==> src/rtl/ycbcr_chroma_modulator.sv <==
// Composite chroma modulator: NCO-driven quadrature modulation of Cb/Cr onto
// a colour subcarrier, summed with Y and clamped to 8 bits. Latency 3 cycles.
// Optional macro CHROMA_AVG_EN adds a Cb/Cr two-tap averaging stage (latency 4).

package ycbcr_pkg;
    typedef struct packed {
        logic        [7:0] y;
        logic signed [7:0] cb;
        logic signed [7:0] cr;
    } ycbcr_s;
endpackage

module ycbcr_chroma_modulator
    import ycbcr_pkg::*;
#(
    parameter int                PHASE_W      = 24,
    parameter logic [PHASE_W-1:0] PHASE_INIT  = '0,
    parameter int                BURST_AMP    = 32,
    parameter int                BURST_CR     = 0,
    parameter int                BLANK_LEVEL  = 60,
    parameter int                CHROMA_SHIFT = 1
) (
    input  logic               clk,
    input  logic               rst_n,
    input  logic               in_valid,
    input  ycbcr_s             in,
    input  logic               active,
    input  logic               burst_en,
    input  logic               v_flip,
    input  logic [PHASE_W-1:0] phase_inc,
    input  logic               phase_reset,
    output logic               out_valid,
    output logic [7:0]         out
);

    localparam logic signed [7:0] BURST_CB_V = 8'(-BURST_AMP);
    localparam logic signed [7:0] BURST_CR_V = 8'(BURST_CR);
    localparam logic        [7:0] BLANK_V    = 8'(BLANK_LEVEL);

    // Quarter-wave table: round(127*sin(2*pi*k/256)) for k = 0..64
    localparam logic [6:0] QSIN [65] = '{
        7'd0,   7'd3,   7'd6,   7'd9,   7'd12,  7'd16,  7'd19,  7'd22,
        7'd25,  7'd28,  7'd31,  7'd34,  7'd37,  7'd40,  7'd43,  7'd46,
        7'd49,  7'd51,  7'd54,  7'd57,  7'd60,  7'd63,  7'd65,  7'd68,
        7'd71,  7'd73,  7'd76,  7'd78,  7'd81,  7'd83,  7'd85,  7'd88,
        7'd90,  7'd92,  7'd94,  7'd96,  7'd98,  7'd100, 7'd102, 7'd104,
        7'd106, 7'd107, 7'd109, 7'd111, 7'd112, 7'd113, 7'd115, 7'd116,
        7'd117, 7'd118, 7'd120, 7'd121, 7'd122, 7'd122, 7'd123, 7'd124,
        7'd125, 7'd125, 7'd126, 7'd126, 7'd126, 7'd127, 7'd127, 7'd127,
        7'd127
    };

    function automatic logic signed [7:0] sin_lut(input logic [7:0] a);
        logic [6:0] idx;
        logic [7:0] mag;
        idx = a[6] ? 7'(7'd64 - {1'b0, a[5:0]}) : {1'b0, a[5:0]};
        mag = {1'b0, QSIN[idx]};
        return a[7] ? $signed(-mag) : $signed(mag);
    endfunction

    logic [PHASE_W-1:0] acc;
    logic [7:0]         addr;

    assign addr = acc[PHASE_W-1 -: 8];

    // NCO accumulator, free running; phase_reset has priority
    always_ff @(posedge clk or negedge rst_n) begin
        if (!rst_n)           acc <= '0;
        else if (phase_reset) acc <= PHASE_INIT;
        else                  acc <= acc + phase_inc;
    end

    // Stage-0 view of the sample feeding Stage 1
    logic        [7:0] s0_y;
    logic signed [7:0] s0_cb, s0_cr;
    logic              s0_active, s0_burst, s0_vflip, s0_valid;
    logic        [7:0] s0_addr;

`ifdef CHROMA_AVG_EN
    logic signed [7:0] prev_cb, prev_cr;
    logic signed [8:0] cb_sum, cr_sum;

    assign cb_sum = {prev_cb[7], prev_cb} + {in.cb[7], in.cb};
    assign cr_sum = {prev_cr[7], prev_cr} + {in.cr[7], in.cr};

    // History of the last valid chroma, cleared outside active video
    always_ff @(posedge clk or negedge rst_n) begin
        if (!rst_n) begin
            prev_cb <= '0;
            prev_cr <= '0;
        end else if (!active) begin
            prev_cb <= '0;
            prev_cr <= '0;
        end else if (in_valid) begin
            prev_cb <= in.cb;
            prev_cr <= in.cr;
        end
    end

    // Averaging stage; addr is delayed with the sample to keep phase alignment
    always_ff @(posedge clk or negedge rst_n) begin
        if (!rst_n) begin
            s0_y <= '0; s0_cb <= '0; s0_cr <= '0;
            s0_active <= 1'b0; s0_burst <= 1'b0; s0_vflip <= 1'b0;
            s0_valid <= 1'b0; s0_addr <= '0;
        end else begin
            s0_y      <= in.y;
            s0_cb     <= cb_sum[8:1];
            s0_cr     <= cr_sum[8:1];
            s0_active <= active;
            s0_burst  <= burst_en;
            s0_vflip  <= v_flip;
            s0_valid  <= in_valid;
            s0_addr   <= addr;
        end
    end
`else
    assign s0_y      = in.y;
    assign s0_cb     = in.cb;
    assign s0_cr     = in.cr;
    assign s0_active = active;
    assign s0_burst  = burst_en;
    assign s0_vflip  = v_flip;
    assign s0_valid  = in_valid;
    assign s0_addr   = addr;
`endif

    // Stage 1 operand selection and saturating Cr inversion
    logic        [7:0] y_sel;
    logic signed [7:0] cb_sel, cr_sel, cr_fin;

    always_comb begin
        y_sel  = s0_y;
        cb_sel = '0;
        cr_sel = '0;
        if (s0_burst) begin
            y_sel  = BLANK_V;
            cb_sel = BURST_CB_V;
            cr_sel = BURST_CR_V;
        end else if (s0_active) begin
            cb_sel = s0_cb;
            cr_sel = s0_cr;
        end
        cr_fin = cr_sel;
        if (s0_vflip) cr_fin = (cr_sel == 8'sh80) ? 8'sh7f : -cr_sel;
    end

    logic        [7:0] y1;
    logic signed [7:0] cb1, cr1, sin1, cos1;
    logic              v1;

    // Stage 1 register: operands and subcarrier samples
    always_ff @(posedge clk or negedge rst_n) begin
        if (!rst_n) begin
            y1 <= '0; cb1 <= '0; cr1 <= '0; sin1 <= '0; cos1 <= '0; v1 <= 1'b0;
        end else begin
            y1   <= y_sel;
            cb1  <= cb_sel;
            cr1  <= cr_fin;
            sin1 <= sin_lut(s0_addr);
            cos1 <= sin_lut(8'(s0_addr + 8'd64));
            v1   <= s0_valid;
        end
    end

    // Stage 2 arithmetic: floor-shifted quadrature products
    logic signed [15:0] prod_u, prod_v, u_s, v_s, uv_sum;
    logic signed [9:0]  c_next;

    always_comb begin
        prod_u = cb1 * sin1;
        prod_v = cr1 * cos1;
        u_s    = prod_u >>> 7;
        v_s    = prod_v >>> 7;
        uv_sum = u_s + v_s;
        c_next = 10'(uv_sum >>> CHROMA_SHIFT);
    end

    logic        [7:0] y2;
    logic signed [9:0] c2;
    logic              v2;

    // Stage 2 register: chroma term with luma and valid forwarded
    always_ff @(posedge clk or negedge rst_n) begin
        if (!rst_n) begin
            y2 <= '0; c2 <= '0; v2 <= 1'b0;
        end else begin
            y2 <= y1;
            c2 <= c_next;
            v2 <= v1;
        end
    end

    // Stage 3 arithmetic: luma plus chroma, clamped to 0..255
    logic signed [10:0] yc;
    logic        [7:0]  out_next;

    always_comb begin
        yc = $signed({3'b000, y2}) + $signed({c2[9], c2});
        if (yc < 0)        out_next = 8'd0;
        else if (yc > 255) out_next = 8'd255;
        else               out_next = yc[7:0];
    end

    // Stage 3 register: composite output
    always_ff @(posedge clk or negedge rst_n) begin
        if (!rst_n) begin
            out       <= '0;
            out_valid <= 1'b0;
        end else begin
            out       <= out_next;
            out_valid <= v2;
        end
    end

endmodule

==> config.mk <==
export PLATFORM = sky130hd
export DESIGN_NAME = ycbcr_chroma_modulator
export DESIGN_NICKNAME = d
export VERILOG_FILES = /design/src/rtl/ycbcr_chroma_modulator.sv
export SDC_FILE = /design/constraint.sdc
export NUM_CORES = 1
export LEC_CHECK = 0
export ABC_AREA = 1
export BUFFER_PORTS_ARGS = -buffer_cell sky130_fd_sc_hd__buf_4
export CAP_MARGIN = 10
export CORE_AREA = 2 2 148 150
export DETAILED_ROUTE_END_ITERATION = 8
export DIE_AREA = 0 0 150 152
export PLACE_DENSITY = 0.8
export SLEW_MARGIN = 5
export SYNTH_ARGS = -nofsm -noshare
export SYNTH_HDL_FRONTEND = slang
export SYNTH_SLANG_ARGS = --single-unit
export TNS_END_PERCENT = 10
==> constraint.sdc <==
create_clock -name clk -period 16 [get_ports clk]
set_input_delay 2.4 -clock clk [delete_from_list [all_inputs] [get_ports clk]]
set_output_delay 2.4 -clock clk [all_outputs]
set_load 0.005 [all_outputs]
==> reports/qor.json, run 1 <==
{
  "tritoncts": "yes",
  "synth_seq_area_share_pct": 20.0,
  "layoutNonFillerInstCount": 1935,
  "flow.area_growth_from_synthesis_pct": 7.86,
  "max_freq_mhz": 174,
  "finalCriticalPeriod_ns": 5.76,
  "r2r_setup_slack_ns": 10.24,
  "edff_count_synth": 0,
  "timing.max_cap.violations": 0,
  "grt_start_max_net_pins": 54,
  "initialDrtViolationCount": 513,
  "worstPathArrival_ns": 6.03,
  "ys.flop_type": "dfrtp_1",
  "synth.area.top_cells": "dfrtp_1 20%, fa_1 19%, nand2_1 15%",
  "tightestPinTransition_ns": 0.973,
  "final-setup-viol-count": 0,
  "synth.largest_area_cell": "dfrtp_1",
  "synth_async_sr_flop_share_pct": 100,
  "setup_repair_after_global_routing_missed_its_margin": "no",
  "classification_of_the_worst_slack_hold_path": "reg -> reg",
  "post_syn_instances": 1616,
  "crit_path_end": "c2[7]",
  "critPathRequiredTime_ns": 16.27,
  "ctsHtreeMaxLevel": 3,
  "r2r-start": "cos1[4]",
  "place.detailed.hpwl_um": 19600,
  "drcViolationCount": 0,
  "reg2reg_depth": 29,
  "dr_wl_met3_um": 1040,
  "synthesis.area_sq_mm": 0.0115,
  "setup_total_negative_slack_ns": 0,
  "clock_sink_count": 92,
  "path_max_fanout": 8,
  "slew_viol_final": 0,
  "antenna_found_initial": 0,
  "cts.clk_slew.worst_paths_ns": 0.07,
  "worst_path_max_delay_cell": "fa_1",
  "postRouteWirelength_um": 24300,
  "vias_in_the_first_global_route": 9590,
  "layout_cells_sized_above_1_pct": 6.77,
  "final_net_count": 1913,
  "numCtsBuffers": 9,
  "post_cts_resized": 0,
  "drt.antenna.violating_nets": 0,
  "cts-root-to-sink-buffers": 2,
  "overflow": 0,
  "floorplan.rows": 54,
  "endpoint_kind": "flip-flop",
  "wl_met1_um": 10600,
  "final_weighted_congestion_in_routability_driven_placement": 0.920,
  "dp_cells": 1919,
  "floorplan.die.height_um": 152,
  "fin_area_sq_mm": 0.0124,
  "grt_util_all_layers_pct": 22.6,
  "synth_nets": 1879,
  "floorplan.die_area_sq_mm": 0.0228,
  "synthesis_warnings": 0,
  "finish.utilization_pct": 58.1,
  "die_width_um": 150,
  "syn-mean-instance-area_sq_um": 7.11,
  "critical_path.reg2reg.endpoint": "c2[7]",
  "timing.max_slew.rel_slack_pct": 34.8,
  "routed-wl-met2_um": 12100,
  "critPathLaunchType": "flip-flop",
  "worst_clock_skew_ns": 0.0120,
  "worstSetupPathType": "reg -> reg",
  "start_util_pct": 53.8,
  "clock_latency_ns": 0.36,
  "synth_seq_cells": 92,
  "design.core.area_sq_mm": 0.0214,
  "count_of_buffers_inserted_at_the_top_level_ports": 63,
  "avgViaCountPerCell": 5.07,
  "finalCritPeriodShare_pct": 36.0,
  "detail_route.first_pass.iterations": 8,
  "status": "finished, final reports clean",
  "via_count": 9802,
  "highest_layer": "met4",
  "post_drt_wl_per_cell_um": 12.5,
  "first_pass_grt_wire_length_um": 42800,
  "detailed_place.area_sq_mm": 0.0121,
  "cts-root-buf": "clkbuf_16",
  "startpoint": "cos1[4]",
  "netlist.area_leader.share_pct": 20.0,
  "cpMostUsedCell": "inv_1",
  "post_cts_setup_repair_buffer_count": 0,
  "endpoints_failing_hold": 0,
  "pin_count": 64,
  "yosysUniqueCellTypes": 39,
  "crit_path_max_incr_delay_ns": 0.55,
  "hold_buffers": 0,
  "diodes": 0
}
synth_stat cells, types with 24 or more instances:
| cell | count |
|---|---|
| xor2_1 | 24 |
| nor2_1 | 92 |
| inv_1 | 371 |
| xnor2_1 | 28 |
| clkbuf_1 | 27 |
| nand2_1 | 469 |
| o21ai_0 | 49 |
| nand3_1 | 87 |
| dfrtp_1 | 92 |
| fa_1 | 109 |
| ha_1 | 99 |
| a21oi_1 | 72 |
layout make-up:
| cell class | instances | area, sq um |
|---|---|---|
| inverters | 375 | 1410 |
| multi-input cells | 1108 | 7580 |
| clock inverters | 6 | 46.3 |
| flip-flops and latches | 92 | 2300 |
| well taps | 280 | 350 |
| clock buffers | 10 | 229 |
| repair buffers | 64 | 480 |
| fillers | 1960 | 8950 |
placed cells by master, fill, tap and decap left out, drive strengths merged:
cell / instances
o21a: 1
nand2: 476
ha: 99
and2: 1
o211ai: 6
nand4: 5
nor2: 97
xor2: 24
clkinvlp: 2
o21ai: 56
a31oi: 3
a21o: 3
clkbuf: 10
nand3: 94
o21bai: 4
xnor2: 28
a221oi: 3
a21oi: 74
clkinv: 2
a211oi: 2
dfrtp: 92
buf: 64
inv: 377
o211a: 1
fa: 109
nor3: 10
or2: 6
o31ai: 3
nand3b: 3
metrics by stage:
step,worst slack [ns],hold WS (ns)
after floorplan,10.79,0.331
after global placement,10.54,0.332
after detailed placement,10.35,0.336
after CTS,10.27,0.352
after global routing,9.73,0.360
final,10.24,0.349
how the worst min path moves through the flow:
stage	startpoint	to	slack, ns	cells past startpoint
5_1_grt	y1[4]	y2[4]	0.36	0
4_1_cts	y1[4]	y2[4]	0.35	0
3_3_place_gp	v1	v2	0.33	0
2_1_floorplan	v2	out_valid	0.33	0
3_5_place_dp	y1[2]	y2[2]	0.34	0
6_report	y1[4]	y2[4]	0.35	0
sequential cells by signal, indices dropped and copies added, names as in the netlist:
signal and cells:
acc 24, c2 9, cb1 8, cos1 8, cr1 8, out 8
out_valid 1, sin1 8, v1 1, v2 1, y1 8, y2 8
worst max-delay path: cells and delay by family, from the launching register on:
kind,cells,cell delay (ns)
and+or+nand+nor,7,0.76
xor gates and xnor gates,2,0.29
adders and majority gates,6,2.41
AOI/OAI and AO/OA,7,1.28
buffers and inverters,7,0.42
DFF,1,0.51
logic make-up (layout without fill, tap and decap cells):
kind of cell,after synthesis,in the layout,synth area share (%)
buffers and inverters,416,455,14.0
flip-flops,92,92,20.0
adder cells (fa/ha/maj),208,208,29.8
AND/OR/NAND/NOR,692,692,24.7
AO/OA/AOI/OAI,156,156,7.51
XOR/XNOR,52,52,3.96
layer usage:
metal  global-route usage [%]  up-vias
li1                         -     4931
met1                     29.3     4604
met2                     39.7      220
met3                     2.79       47
met4                     6.11        0
met5                        0        -
Power of run 1 is left out: the tool's default activity adds up to more than one toggle a clock period on the data nets, which glitch-free logic cannot reach.
==> run 2, diff against run 1 <==
==> constraint.sdc (replaced) <==
create_clock -name clk -period 5.61 [get_ports clk]
set_input_delay 0.8415 -clock clk [delete_from_list [all_inputs] [get_ports clk]]
set_output_delay 0.8415 -clock clk [all_outputs]
set_load 0.005 [all_outputs]
==> run 2 against run 1 <==
  * First-iteration DRC count grew 2.9%
  * Register-to-register slack lost 10 ns
  * Routed wire length rose by 1.3%
  * Non-clock buffer count increased by 17
  * Largest cell class unchanged
  * Die area did not move
  * Cell count is 0.88% higher
==> reports/qor.json, run 2 (synthesized netlist as in run 1, its figures left out) <==
{
  "count_of_buffers_inserted_at_the_top_level_ports": {"value": 63, "change": "unchanged"},
  "cts.clk_slew.worst_paths": {"value": 0.08, "unit": "ns", "change": "was 0.07 ns"},
  "start_util": {"value": 53.8, "unit": "%", "change": "unchanged"},
  "die_width": {"value": 150, "unit": "um", "change": "unchanged"},
  "status": {"value": "finished, final reports clean", "change": "unchanged"},
  "timing.max_slew.rel_slack": {"value": 37.6, "unit": "%", "change": "was 34.8%"},
  "hold_buffers": {"value": 0, "change": "unchanged"},
  "pin_count": {"value": 64, "change": "unchanged"},
  "finish.utilization": {"value": 59.4, "unit": "%", "change": "was 58.1%"},
  "vias_in_the_first_global_route": {"value": 9734, "change": "was 9,590"},
  "clock_latency": {"value": 0.36, "unit": "ns", "change": "about the same"},
  "ctsHtreeMaxLevel": {"value": 3, "change": "unchanged"},
  "cts-root-buf": {"value": "clkbuf_16", "change": "unchanged"},
  "worstPathArrival": {"value": 5.63, "unit": "ns", "change": "was 6.03 ns"},
  "postRouteWirelength": {"value": 24600, "unit": "um", "change": "was 24,300 um"},
  "largest-register": {"value": "acc", "change": "unchanged"},
  "critPathLaunchType": {"value": "flip-flop", "change": "unchanged"},
  "cts-root-to-sink-buffers": {"value": 2, "change": "unchanged"},
  "floorplan.die.height": {"value": 152, "unit": "um", "change": "unchanged"},
  "preCtsSetupSlack": {"value": 0.0535, "unit": "ns", "change": "was 10.35 ns"},
  "grt_util_all_layers": {"value": 22.7, "unit": "%", "change": "was 22.6%"},
  "slew_viol_final": {"value": 0, "change": "unchanged"},
  "antenna_found_initial": {"value": 0, "change": "unchanged"},
  "drt.antenna.violating_nets": {"value": 0, "change": "unchanged"},
  "design.core.area": {"value": 0.0214, "unit": "sq mm", "change": "unchanged"},
  "r2r_setup_slack": {"value": 0.27, "unit": "ns", "change": "was 10.24 ns"},
  "endpoints_failing_hold": {"value": 0, "change": "unchanged"},
  "place.detailed.hpwl": {"value": 19700, "unit": "um", "change": "was 19,600 um"},
  "final_weighted_congestion_in_routability_driven_placement": {"value": 0.913, "change": "was 0.920"},
  "tritoncts": {"value": "yes", "change": "unchanged"},
  "post_drt_wl_per_cell": {"value": 12.6, "unit": "um", "change": "was 12.5 um"},
  "most_common_cell_after_layout_fill_and_taps_aside": {"value": "nand2_1", "change": "unchanged"},
  "biggest_registers_after_layout": {"value": "acc (24), c2 (9)", "change": "unchanged"},
  "grt_start_max_net_pins": {"value": 53, "change": "was 54"},
  "largest_reg_flops": {"value": 24, "change": "unchanged"},
  "worst_clock_skew": {"value": 0.0137, "unit": "ns", "change": "was 0.0120 ns"},
  "max_freq": {"value": 187, "unit": "MHz", "change": "was 174 MHz"},
  "path_max_fanout": {"value": 7, "change": "was 8"},
  "critical_path.reg2reg.endpoint": {"value": "c2[7]", "change": "unchanged"},
  "detail_route.first_pass.iterations": {"value": 5, "change": "was 8"},
  "drcViolationCount": {"value": 0, "change": "unchanged"},
  "final-setup-viol-count": {"value": 0, "change": "unchanged"},
  "min_path_cells": {"value": 0, "change": "unchanged"},
  "floorplan.die_area": {"value": 0.0228, "unit": "sq mm", "change": "unchanged"},
  "avgViaCountPerCell": {"value": 5.08, "change": "was 5.07"},
  "tightestPinTransition": {"value": 0.932, "unit": "ns", "change": "was 0.973 ns"},
  "finalCritPeriodShare": {"value": 95.2, "unit": "%", "change": "was 36.0%"},
  "initialDrtViolationCount": {"value": 528, "change": "was 513"},
  "overflow": {"value": 0, "change": "unchanged"},
  "clock_sink_count": {"value": 92, "change": "unchanged"},
  "diodes": {"value": 0, "change": "unchanged"},
  "reg2reg_depth": {"value": 25, "change": "was 29"},
  "endpoint_kind": {"value": "flip-flop", "change": "unchanged"},
  "min_delay_worst_endpoint": {"value": "y2[2]", "change": "was y2[4]"},
  "numCtsBuffers": {"value": 9, "change": "unchanged"},
  "flow.area_growth_from_synthesis": {"value": 10.3, "unit": "%", "change": "was 7.86%"},
  "classification_of_the_worst_slack_hold_path": {"value": "reg -> reg", "change": "unchanged"},
  "worstSetupPathType": {"value": "reg -> reg", "change": "unchanged"},
  "layout_cells_sized_above_1": {"value": 10.5, "unit": "%", "change": "was 6.77%"},
  "first_pass_grt_wire_length": {"value": 42800, "unit": "um", "change": "about the same"},
  "critPathRequiredTime": {"value": 5.90, "unit": "ns", "change": "was 16.27 ns"},
  "r2r-start": {"value": "cos1[0]", "change": "was cos1[4]"},
  "timing.max_cap.violations": {"value": 0, "change": "unchanged"},
  "finalCriticalPeriod": {"value": 5.34, "unit": "ns", "change": "was 5.76 ns"},
  "final_net_count": {"value": 1930, "change": "was 1,913"},
  "worstHoldStart": {"value": "y1[2]", "change": "was y1[4]"},
  "finalWorstSetupSlack": {"value": 0.268, "unit": "ns", "change": "was 10.24 ns"},
  "floorplan.rows": {"value": 54, "change": "unchanged"},
  "layout_common_cells": {"value": "463 x nand2_1, 368 x inv_1, 108 x fa_1", "change": "was 469 x nand2_1, 371 x inv_1, 109 x fa_1"},
  "via_count": {"value": 9912, "change": "was 9,802"}
}
[run 2: cell count changes in the layout (fill, tap and decap cells not counted), moves of 4 or more]
cell	previous run	this run
dfrtp_1	92	70
dfrtp_2	0	22
buf_4	64	81
a21oi_1	72	66
nand2_1	469	463
nand2_2	6	12
a21oi_2	2	7
ha_1	99	95
ha_4	0	4
[run 2: layout make-up]
class | count | area [sq um]
Clock buffer | 9 | 225
Clock inverter | 7 | 67.6
Fill cell | 1946 | 8670
Inverter | 375 | 1410
Multi-Input combinational cell | 1108 | 7690
Sequential cell | 92 | 2330
Tap cell | 280 | 350
Timing Repair Buffer | 81 | 608
[run 2: how the worst max path moves through the flow]
| stage | startpoint | end |
|---|---|---|
| 2_1_floorplan | sin1[4] | c2[7] |
| 4_1_cts | cb1[0] | c2[7] |
| 6_report | cos1[0] | c2[7] |
| 5_1_grt | sin1[4] | c2[7] |
| 3_5_place_dp | cb1[0] | c2[7] |
| 3_3_place_gp | cos1[4] | c2[7] |
[run 2: per-layer routing]
layer	up-vias	routed length [um]	GRT usage, %	part of all wire, %
li1	4959	-	-	-
met1	4650	10700	29.8	43
met2	263	12100	38.7	49
met3	40	1260	3.09	5.1
met4	0	577	7.32	2.3
met5	-	0	0	0
[run 2: worst max-delay path, stage by stage (launching register included)]
cell and delay (ns):
dfrtp_1 0.46, nand2_1 0.10, inv_1 0.07, ha_1 0.44, inv_1 0.16, fa_1 0.56, inv_1 0.05, fa_1 0.47
inv_1 0.05, fa_1 0.54, inv_1 0.05, ha_1 0.35, inv_1 0.08, nor3_1 0.17, nand2_1 0.08, o211ai_1 0.20
xor2_1 0.22, ha_1 0.30, a21oi_1 0.15, inv_1 0.07, a21oi_2 0.17, inv_1 0.07, a21oi_2 0.13, nor2_1 0.05
nor2_1 0.14, xor2_1 0.15
[run 2: per-stage QoR]
step | area [sq um] | cells | hold WS [ns] | setup TNS (ns)
after floorplan | 11500 | 1616 | 0.331 | 0
after global placement | 12100 | 1922 | 0.333 | 0
after detailed placement | 12100 | 1922 | 0.336 | 0
after CTS | 12400 | 1938 | 0.350 | 0
after global routing | 12700 | 1952 | 0.360 | -0.0850
final | 12700 | 1952 | 0.350 | 0
[run 2: repair_timing]
action	4_1_cts	5_1_grt
setup buffers	0	14
endpoints found under the setup margin	0	4
endpoints found under the hold margin	0	0
resized for setup	0	49
Power of run 2 is left out for the same reason.
==> run 3, diff against run 2 <==
--- a/config.mk
+++ b/config.mk
@@ -12,6 +12,7 @@
 export DETAILED_ROUTE_END_ITERATION = 8
 export DIE_AREA = 0 0 150 152
 export PLACE_DENSITY = 0.8
+export RECOVER_POWER = 50
 export SLEW_MARGIN = 5
 export SYNTH_ARGS = -nofsm -noshare
 export SYNTH_HDL_FRONTEND = slang
==> run 3 against run 2 <==
  * The flow now finishes with violations (capacitance limit, slew limit)
  * Final area decreased by 0.11%
  * Cell count did not move
  * Global-route usage is the same
  * Sequential share of layout area barely moved
  * Flip-flop and latch count unchanged
  * Fmax barely moved
  * Routed wire length is 0.13% lower
  * Via count fell by 0.11%
  * Non-clock buffer count unchanged
  * Count of clock-buffer cells in the layout did not move
  * Register-to-register slack is essentially flat
  * Utilization is 0.065 points lower
==> reports/qor.json, run 3 (synthesized netlist as in run 1, its figures left out) <==
{
  "first_pass_grt_wire_length": {"value": 42800, "unit": "um", "change": "unchanged"},
  "failing_checks": "capacitance limit, slew limit",
  "finalCriticalPeriod": {"value": 5.34, "unit": "ns", "change": "about the same"},
  "final_net_count": {"value": 1930, "change": "unchanged"},
  "initialDrtViolationCount": {"value": 522, "change": "was 528"},
  "final_weighted_congestion_in_routability_driven_placement": {"value": 0.913, "change": "unchanged"},
  "vias_in_the_first_global_route": {"value": 9734, "change": "unchanged"},
  "hold_buffers": {"value": 0, "change": "unchanged"},
  "critPathLaunchType": {"value": "flip-flop", "change": "unchanged"},
  "design.core.area": {"value": 0.0214, "unit": "sq mm", "change": "unchanged"},
  "slew_viol_final": {"value": 42, "change": "was 0"},
  "die_width": {"value": 150, "unit": "um", "change": "unchanged"},
  "grt_start_max_net_pins": {"value": 53, "change": "unchanged"},
  "overflow": {"value": 0, "change": "unchanged"},
  "endpoints_failing_hold": {"value": 0, "change": "unchanged"},
  "post_drt_wl_per_cell": {"value": 12.6, "unit": "um", "change": "about the same"},
  "drcViolationCount": {"value": 0, "change": "unchanged"},
  "cpMostUsedCell": {"value": "inv_1", "change": "unchanged"},
  "worst_path_max_delay_cell": {"value": "fa_1", "change": "unchanged"},
  "dp_cells": {"value": 1922, "change": "unchanged"},
  "critical_path_buf_inv_count": {"value": 8, "change": "unchanged"},
  "cts-root-buf": {"value": "clkbuf_16", "change": "unchanged"},
  "crit_path_max_incr_delay": {"value": 0.56, "unit": "ns", "change": "about the same"},
  "avgViaCountPerCell": {"value": 5.07, "change": "was 5.08"},
  "ctsHtreeMaxLevel": {"value": 3, "change": "unchanged"},
  "cts-root-to-sink-buffers": {"value": 2, "change": "unchanged"},
  "start_util": {"value": 53.8, "unit": "%", "change": "unchanged"},
  "tritoncts": {"value": "yes", "change": "unchanged"},
  "postRouteWirelength": {"value": 24600, "unit": "um", "change": "about the same"},
  "biggest_registers_after_layout": {"value": "acc (24), c2 (9)", "change": "unchanged"},
  "max_freq": {"value": 187, "unit": "MHz", "change": "about the same"},
  "floorplan.die.height": {"value": 152, "unit": "um", "change": "unchanged"},
  "pin_count": {"value": 64, "change": "unchanged"},
  "largest-register": {"value": "acc", "change": "unchanged"},
  "endpoint_kind": {"value": "flip-flop", "change": "unchanged"},
  "status": {"value": "complete, but fails checks", "change": "was finished, final reports clean"},
  "worst_clock_skew": {"value": 0.0137, "unit": "ns", "change": "about the same"},
  "timing.max_cap.violations": {"value": 1, "change": "was 0"},
  "numCtsBuffers": {"value": 9, "change": "unchanged"},
  "worstSetupPathType": {"value": "reg -> reg", "change": "unchanged"},
  "fin_area": {"value": 0.0127, "unit": "sq mm", "change": "about the same"},
  "flow.area_growth_from_synthesis": {"value": 10.2, "unit": "%", "change": "was 10.3%"},
  "layout_cells_sized_above_1": {"value": 10.3, "unit": "%", "change": "was 10.5%"},
  "detail_route.first_pass.iterations": {"value": 5, "change": "unchanged"},
  "layout_common_cells": {"value": "463 x nand2_1, 368 x inv_1, 108 x fa_1", "change": "unchanged"},
  "setup_total_negative_slack": {"value": 0, "unit": "ns", "change": "unchanged"},
  "worstPathArrival": {"value": 5.63, "unit": "ns", "change": "about the same"},
  "path_max_fanout": {"value": 7, "change": "unchanged"},
  "floorplan.die_area": {"value": 0.0228, "unit": "sq mm", "change": "unchanged"},
  "tightestPinTransition": {"value": 2.18, "unit": "ns", "change": "was 0.932 ns"},
  "finalCritPeriodShare": {"value": 95.2, "unit": "%", "change": "about the same"},
  "antenna_found_initial": {"value": 0, "change": "unchanged"},
  "clock_latency": {"value": 0.36, "unit": "ns", "change": "about the same"},
  "count_of_buffers_inserted_at_the_top_level_ports": {"value": 63, "change": "unchanged"},
  "floorplan.rows": {"value": 54, "change": "unchanged"},
  "finish.utilization": {"value": 59.3, "unit": "%", "change": "was 59.4%"},
  "via_count": {"value": 9901, "change": "was 9,912"},
  "largest_reg_flops": {"value": 24, "change": "unchanged"},
  "cts.clk_slew.worst_paths": {"value": 0.08, "unit": "ns", "change": "about the same"},
  "timing.max_slew.rel_slack": {"value": -45.4, "unit": "%", "change": "was 37.6%"},
  "classification_of_the_worst_slack_hold_path": {"value": "reg -> reg", "change": "unchanged"},
  "final-setup-viol-count": {"value": 0, "change": "unchanged"},
  "detailed_place.area": {"value": 0.0121, "unit": "sq mm", "change": "unchanged"},
  "diodes": {"value": 0, "change": "unchanged"},
  "clock_sink_count": {"value": 92, "change": "unchanged"},
  "critPathTopFamily": {"value": "adder cells", "change": "unchanged"},
  "most_common_cell_after_layout_fill_and_taps_aside": {"value": "nand2_1", "change": "unchanged"},
  "grt_util_all_layers": {"value": 22.7, "unit": "%", "change": "unchanged"},
  "layoutNonFillerInstCount": {"value": 1952, "change": "unchanged"},
  "critPathRequiredTime": {"value": 5.90, "unit": "ns", "change": "about the same"},
  "place.detailed.hpwl": {"value": 19700, "unit": "um", "change": "unchanged"},
  "drt.antenna.violating_nets": {"value": 0, "change": "unchanged"}
}
-- run 3: cell count changes in the layout (fill, tap and decap cells not counted) --
cell      change
clkbuf_1      +3
clkbuf_4     +11
clkbuf_2      +1
buf_4        -15
-- run 3: stage by stage --
| step | setup slack, ns | hold slack (ns) |
|---|---|---|
| finish | 0.268 | 0.350 |
| detailed placement | 0.0535 | 0.336 |
| CTS | 0.0283 | 0.350 |
| global route | -0.0818 | 0.360 |
| floorplan | 0.405 | 0.331 |
| global placement | 0.164 | 0.333 |
-- run 3: worst paths after layout --
kind                            to  cells past startpoint  slack [ns]  startpoint
max                          c2[7]                     25        0.27     cos1[0]
min                          y2[2]                      0        0.35       y1[2]
max reg2reg                  c2[7]                     25        0.27     cos1[0]
min reg2reg                  y2[2]                      0        0.35       y1[2]
max in group asynchronous  cos1[2]                      2        2.15       rst_n
min in group asynchronous   cb1[0]                      1        1.11       rst_n
-- run 3: area by class of cell --
class	instances	area, sq um
Clock buffer	9	225
Clock inverter	7	67.6
Fill cell	1949	8680
Inverter	375	1410
Multi-Input combinational cell	1108	7690
Sequential cell	92	2330
Tap cell	280	350
Timing Repair Buffer	81	594
-- run 3: metal layers --
metal | vias up | share of wire (%) | routed length [um] | global-route usage, %
met1 | 4648 | 43 | 10700 | 29.8
met3 | 40 | 4.9 | 1210 | 3.09
met2 | 253 | 49 | 12100 | 38.7
met4 | 0 | 2.3 | 577 | 7.32
met5 | - | 0 | 0 | 0
li1 | 4960 | - | - | -
-- run 3: timing repair --
action                                 in CTS  in global routing
setup buffers                               0                 14
setup endpoints to repair                   0                  4
endpoints found under the hold margin       0                  0
resized for setup                           0                 49
Power of run 3 is left out for the same reason.
